## config.mk

```make
export PLATFORM = sky130hd
export DESIGN_NAME = program_loader
export DESIGN_NICKNAME = d
export VERILOG_FILES = /design/src/rtl/program_loader_pkg.sv /design/src/rtl/program_loader_image.sv /design/src/rtl/program_loader.sv
export SDC_FILE = /design/constraint.sdc
export NUM_CORES = 2
export LEC_CHECK = 0
export BUFFER_PORTS_ARGS = -buffer_cell sky130_fd_sc_hd__buf_2
export CORE_AREA = 2 2 417 419
export DETAILED_ROUTE_END_ITERATION = 16
export DIE_AREA = 0 0 419 421
export MAX_ROUTING_LAYER = met4
export PLACE_DENSITY = 0.46
export SLEW_MARGIN = 20
export SYNTH_ARGS = -nofsm -noshare
export SYNTH_HDL_FRONTEND = slang
export SYNTH_SLANG_ARGS = --single-unit
```

## constraint.sdc

```tcl
create_clock -name clk -period 3.53 [get_ports clk]
set_input_delay 0.353 -clock clk [delete_from_list [all_inputs] [get_ports clk]]
set_output_delay 0.353 -clock clk [all_outputs]
set_load 0.01 [all_outputs]
```

## src/rtl/program_loader_pkg.sv

```systemverilog
// Shared types and constants for the boot-stage program loader.
// The checksum variant is selected with PROGRAM_LOADER_CHECKSUM_EN.
package program_loader_pkg;

    typedef enum logic [2:0] {
        IDLE,
        HDR,
        DATA,
        CHK,
        HOLD,
        RUN,
        ERR
    } state_e;

    localparam logic [31:0] NOP_INSTR   = 32'h00000013;
    localparam int          IMAGE_DEPTH = 32;

endpackage

```

## src/rtl/program_loader_image.sv

```systemverilog
// Instruction image register file for the loader: async NOP fill on reset,
// sync clear-all and single-word write; drives the core's initial_instructions.
module loader_image
    import program_loader_pkg::*;
#(
    parameter int DEPTH = IMAGE_DEPTH
) (
    input  logic                     clk,
    input  logic                     reset_n,
    input  logic                     clear_all,
    input  logic                     we,
    input  logic [$clog2(DEPTH)-1:0] idx,
    input  logic [31:0]              wdata,
    output logic [DEPTH-1:0][31:0]   instructions
);

    always_ff @(posedge clk or negedge reset_n) begin
        if (!reset_n) begin
            for (int i = 0; i < DEPTH; i++) instructions[i] <= NOP_INSTR;
        end else if (clear_all) begin
            for (int i = 0; i < DEPTH; i++) instructions[i] <= NOP_INSTR;
        end else if (we) begin
            instructions[idx] <= wdata;
        end
    end

endmodule

```

## src/rtl/program_loader.sv

```systemverilog
// Boot loader for the RV32I core: streams in an image and owns the core reset.
// Define PROGRAM_LOADER_CHECKSUM_EN to require a trailing XOR checksum word.
//
// state | meaning
// IDLE  | after reset, core held in reset, waiting for load_req
// HDR   | waiting for header word (length in bits 5:0)
// DATA  | accepting len image words
// CHK   | accepting checksum trailer (checksum build only)
// HOLD  | image complete, core reset held HOLD_CYCLES more cycles
// RUN   | core running from the new image
// ERR   | last load rejected, core held in reset
module program_loader
    import program_loader_pkg::*;
#(
    parameter int DEPTH       = IMAGE_DEPTH,
    parameter int HOLD_CYCLES = 2
) (
    input  logic                   clk,
    input  logic                   reset_n,
    input  logic                   load_req,
    input  logic                   in_valid,
    input  logic [31:0]            in_data,
    output logic                   in_ready,
    output logic [DEPTH-1:0][31:0] instructions,
    output logic                   cpu_reset,
    output logic                   busy,
    output logic                   done,
    output logic                   error,
    output logic [5:0]             words_loaded
);

    localparam int         AW        = $clog2(DEPTH);
    localparam int         HW        = $clog2(HOLD_CYCLES + 1);
    localparam logic [6:0] DEPTH_LIM = 7'(DEPTH);

    state_e        state;
    logic [5:0]    len_q;
    logic [HW-1:0] hold_cnt;
    logic          accept;
    logic [5:0]    hdr_len;
    logic          hdr_bad;
    logic          last_word;
    logic          img_clear;
    logic          img_we;
`ifdef PROGRAM_LOADER_CHECKSUM_EN
    logic [31:0]   csum;
`endif

    assign in_ready  = state inside {HDR, DATA, CHK};
    assign accept    = in_valid && in_ready;
    assign hdr_len   = in_data[5:0];
    assign hdr_bad   = (hdr_len == 6'd0) || ({1'b0, hdr_len} > DEPTH_LIM);
    assign last_word = (words_loaded + 6'd1) == len_q;
    assign img_clear = accept && (state == HDR) && !hdr_bad;
    assign img_we    = accept && (state == DATA);

    loader_image #(.DEPTH(DEPTH)) u_image (
        .clk          (clk),
        .reset_n      (reset_n),
        .clear_all    (img_clear),
        .we           (img_we),
        .idx          (words_loaded[AW-1:0]),
        .wdata        (in_data),
        .instructions (instructions)
    );

    always_ff @(posedge clk or negedge reset_n) begin
        if (!reset_n) begin
            state        <= IDLE;
            len_q        <= '0;
            hold_cnt     <= '0;
            words_loaded <= '0;
            cpu_reset    <= 1'b1;
            busy         <= 1'b0;
            done         <= 1'b0;
            error        <= 1'b0;
`ifdef PROGRAM_LOADER_CHECKSUM_EN
            csum         <= '0;
`endif
        end else begin
            case (state)
                IDLE, RUN, ERR: begin
                    if (load_req) begin
                        state     <= HDR;
                        busy      <= 1'b1;
                        cpu_reset <= 1'b1;
                        done      <= 1'b0;
                        error     <= 1'b0;
                    end
                end
                HDR: begin
                    if (accept) begin
                        if (hdr_bad) begin
                            state <= ERR;
                            busy  <= 1'b0;
                            error <= 1'b1;
                        end else begin
                            state        <= DATA;
                            len_q        <= hdr_len;
                            words_loaded <= '0;
`ifdef PROGRAM_LOADER_CHECKSUM_EN
                            csum         <= in_data;
`endif
                        end
                    end
                end
                DATA: begin
                    if (accept) begin
                        words_loaded <= words_loaded + 6'd1;
`ifdef PROGRAM_LOADER_CHECKSUM_EN
                        csum         <= csum ^ in_data;
                        if (last_word) state <= CHK;
`else
                        if (last_word) begin
                            state    <= HOLD;
                            hold_cnt <= HW'(HOLD_CYCLES);
                        end
`endif
                    end
                end
`ifdef PROGRAM_LOADER_CHECKSUM_EN
                CHK: begin
                    if (accept) begin
                        if (in_data == csum) begin
                            state    <= HOLD;
                            hold_cnt <= HW'(HOLD_CYCLES);
                        end else begin
                            state <= ERR;
                            busy  <= 1'b0;
                            error <= 1'b1;
                        end
                    end
                end
`endif
                // terminal count at 1 so cpu_reset drops on the HOLD_CYCLES-th edge
                HOLD: begin
                    if (hold_cnt == HW'(1)) begin
                        state     <= RUN;
                        cpu_reset <= 1'b0;
                        busy      <= 1'b0;
                        done      <= 1'b1;
                    end else begin
                        hold_cnt <= hold_cnt - 1'b1;
                    end
                end
                default: state <= IDLE;
            endcase
        end
    end

endmodule

```

==> tab_implementation.tex <==
\begin{tabular}{lr}
\hline
Metric & Value \\
\hline
\multicolumn{2}{l}{\textbf{Clock network}} \\
Clock tree from TritonCTS & done \\
Clock latency of the later-clocked register in the worst-skew pair & 0.81 ns \\
Buffer cell driving the clock tree root & clkbuf\_16 \\
Clock transition at the register clock pins on the worst setup and hold paths after CTS & roughly 0.060 ns \\
Resized Gates After CTS & 0 \\
Max Buffers Root-to-Sink & 3 \\
Clock buffer count from CTS & 130 \\
Clk sinks & 1045 \\
Maximum level of the CTS H-tree & 4 \\
\multicolumn{2}{l}{\textbf{Synth}} \\
Flip-flop and latch count after synthesis & between 1000 and 1500 \\
Net count of the mapped netlist & about 4800 \\
Synth top area share & between 50\% and 60\% \\
Flip-flop cell with the highest count after synthesis & dfrtp\_1 \\
Main area contributors after synthesis & dfrtp\_1, a21oi\_2, nand2\_1 \\
Count of flip-flops with a built-in enable after synthesis & 0 \\
Unique cell type count in the Yosys netlist & 46 \\
Fraction of registers with async set/reset & 100\% \\
Syn Inst Count & approximately 4700 \\
Post-synth design cell area & around 0.046 mm\^{}2 \\
Count leader, synth & nand2\_1 \\
Share of synthesized area occupied by flip-flops and latches & a little under three fifths \\
Per-instance average area after synthesis & around 9.7 um\^{}2 \\
Dominant cell type by area after synthesis & dfrtp\_1 \\
Most frequent cells after synthesis & nand2\_1, dfrtp\_1, a21oi\_2 \\
Count of warnings emitted by yosys & 0 \\
\multicolumn{2}{l}{\textbf{STA}} \\
Setup repair after global routing missed its margin & false \\
Final worst path period need & 2.87 ns \\
Number of max-slew violations in the final report & 0 \\
Period Utilization, post-route & about 81\% \\
Final hold violation count & 0 \\
Final number of setup-violating endpoints & 0 \\
Worst setup margin & 0.662 ns \\
Highest achievable clock rate & 349 MHz \\
Worst-margin pin slew & 1.17 ns \\
Setup TNS & 0 ns \\
Worst setup skew after layout & around 0.025 ns \\
Worst max-slew margin expressed relative to the limit & between 20\% and 30\% \\
Worst hold slack & $\sim$0.029 ns \\
\multicolumn{2}{l}{\textbf{Pwr}} \\
Power density over cell area & 568 mW/mm\^{}2 \\
Leak & $\sim$0.027 uW \\
Largest vdd supply drop & $\sim$0.3 mV \\
PnR Total Power & around 33000 uW \\
\multicolumn{2}{l}{\textbf{GRT}} \\
Initial antenna violation count & 13 \\
Pin count of the biggest net entering global routing & 100 \\
GRT Total Usage & between 20 and 30\% \\
Via count of the first global-routing pass & $\sim$38000 \\
Global-route wire length before repair & 312 mm \\
GRT overflow & 0 \\
\multicolumn{2}{l}{\textbf{Finish}} \\
Fraction of final layout cells sized beyond drive strength 1 & between 40\% and 50\% \\
Post-layout net count & 5746 \\
Total non-filler cell area in the finished layout & around 0.06 mm\^{}2 \\
Layout Area Growth over Synthesis & 26.9\% \\
\multicolumn{2}{l}{\textbf{Worst setup path}} \\
Worst Path Class, Setup & flip-flop to flip-flop \\
R2R setup slack & $\sim$0.66 ns \\
Worst endpoint data arrival time & $\sim$3.6 ns \\
Crit path capture type & flip-flop \\
Kind of launch point of the worst setup path & flip-flop \\
Crit-path max FO & 32 \\
Data required time of the critical path & about 4.3 ns \\
\multicolumn{2}{l}{\textbf{Place}} \\
Routability cong. & between 0.8 and 0.9 \\
Detailed-placement wirelength estimate & approximately 150 mm \\
Total of buffers placed on input and output ports & around 1100 \\
Worst-case setup slack after placement & 0.699 ns \\
Placement Cell Area & about 0.054 mm\^{}2 \\
\multicolumn{2}{l}{\textbf{Run status}} \\
Outcome & complete, no violations \\
\multicolumn{2}{l}{\textbf{Route}} \\
First drt pass iteration count & 8 \\
DRC violations left & 0 \\
DR vias & 38678 \\
Overall routed net length & 225 mm \\
Via density & roughly 4.8 \\
Routed wire per std cell & 27.6 um \\
Detailed router's first-iteration violation count & about 3200 \\
Antenna-violating nets left & 0 \\
\multicolumn{2}{l}{\textbf{Hold path}} \\
Type of the tightest min-delay check & primary input to flip-flop \\
\multicolumn{2}{l}{\textbf{Floorplanning}} \\
Effective utilization at floorplan & 26.6\% \\
Number of placed I/O pins & around 1100 \\
Number of core rows & between 150 and 200 \\
Die extent in y & 421 um \\
Area of the die & roughly 0.18 mm\^{}2 \\
Core Region & 0.172 mm\^{}2 \\
Die width & 419 um \\
\multicolumn{2}{l}{\textbf{Job}} \\
Max-cap check violation count & 0 \\
\hline
\end{tabular}
[routing by layer]
layer | global-route usage [%] | routed length, um
met1 | 30.9 | 91300
met2 | 41.0 | 108000
met3 | 5.70 | 14200
met4 | 11.6 | 11400
met5 | - | 0
[cell usage in the layout, fill, tap and decap left out, types with 23 or more instances in the layout]
master / synthesis / routed
nand2_1: 2096 / 2083
buf_2: 18 / 1068
dfrtp_1: 948 / 948
a21oi_2: 900 / 900
buf_4: 1 / 155
clkbuf_16: 0 / 131
nand3_1: 101 / 101
dfstp_2: 97 / 97
a21oi_1: 35 / 35
clkbuf_1: 302 / 31
buf_12: 0 / 31
clkbuf_8: 0 / 28
nor2_4: 0 / 23
[cell families (layout without fill, tap and decap cells)]
family	Yosys count	in the layout	share of synthesized area, %
simple gates	2282	2282	19.2
flops	1045	1045	57.2
compound gates	961	961	17.9
buf+inv	429	1501	5.20
mux	8	8	0.191
xor+xnor	7	7	0.133
fa+ha+maj	5	5	0.136
other cells	0	4	0
[state kept, by name, summed over array words and instances, names as in the netlist]
signal,cells
busy,1
words_loaded,6
done,1
state,3
error,1
cpu_reset,1
u_image.instructions,1024
hold_cnt,2
len_q,6
[report_power, final]
group,total [uW],switching (uW),internal (uW)
registers,13600,600,13000
logic,5630,3970,1660
clock network,13900,5820,8040
total,33100,10400,22700
[per-stage QoR]
stage          utilization, %  instances
2_1_floorplan               -       4737
3_3_place_gp             31.2       7893
3_5_place_dp             31.2       7893
4_1_cts                  33.8       8134
5_1_grt                  33.8       8136
6_report                 33.8       8138
[area by class of cell]
| type | count | area [um^2] |
|---|---|---|
| clock inverters | 46 | 591 |
| flip-flops and latches | 1045 | 26300 |
| inverters | 5 | 18.8 |
| fillers | 17777 | 114000 |
| well taps | 2325 | 2910 |
| diodes | 4 | 10.0 |
| multi-input cells | 3263 | 17500 |
| repair buffers | 1260 | 7190 |
| clock buffers | 190 | 3780 |
[final timing paths]
path | start | to | cells after the start
setup reg to reg | state[0]$_DFFE_PN0P_ | u_image.instructions[458]$_DFFE_PN0P_ | 7
hold reg to reg | hold_cnt[0]$_DFFE_PN0P_ | hold_cnt[0]$_DFFE_PN0P_ | 1
hold / removal | in_data[5] | len_q[5]$_DFFE_PN0P_ | 2
min in group asynchronous | reset_n | u_image.instructions[241]$_DFFE_PN0P_ | 2
setup / recovery | state[0]$_DFFE_PN0P_ | u_image.instructions[458]$_DFFE_PN0P_ | 7
max in group asynchronous | reset_n | u_image.instructions[160]$_DFFE_PN1P_ | 4
[worst max-delay path, cell delays in order, from the launching register on]
cell and delay, ns:
dfrtp_1 0.53, and4bb_2 0.55, nand2_1 0.38, buf_4 0.30, nor3_2 0.19, buf_4 0.50, nand2_1 0.13, a21oi_2 0.16
[timing repair]
action,4_1_cts,5_1_grt
buffers inserted,0,0
endpoints found under the hold margin,75,0
hold buffers,5,0
Power figures use the tool's default switching activity.
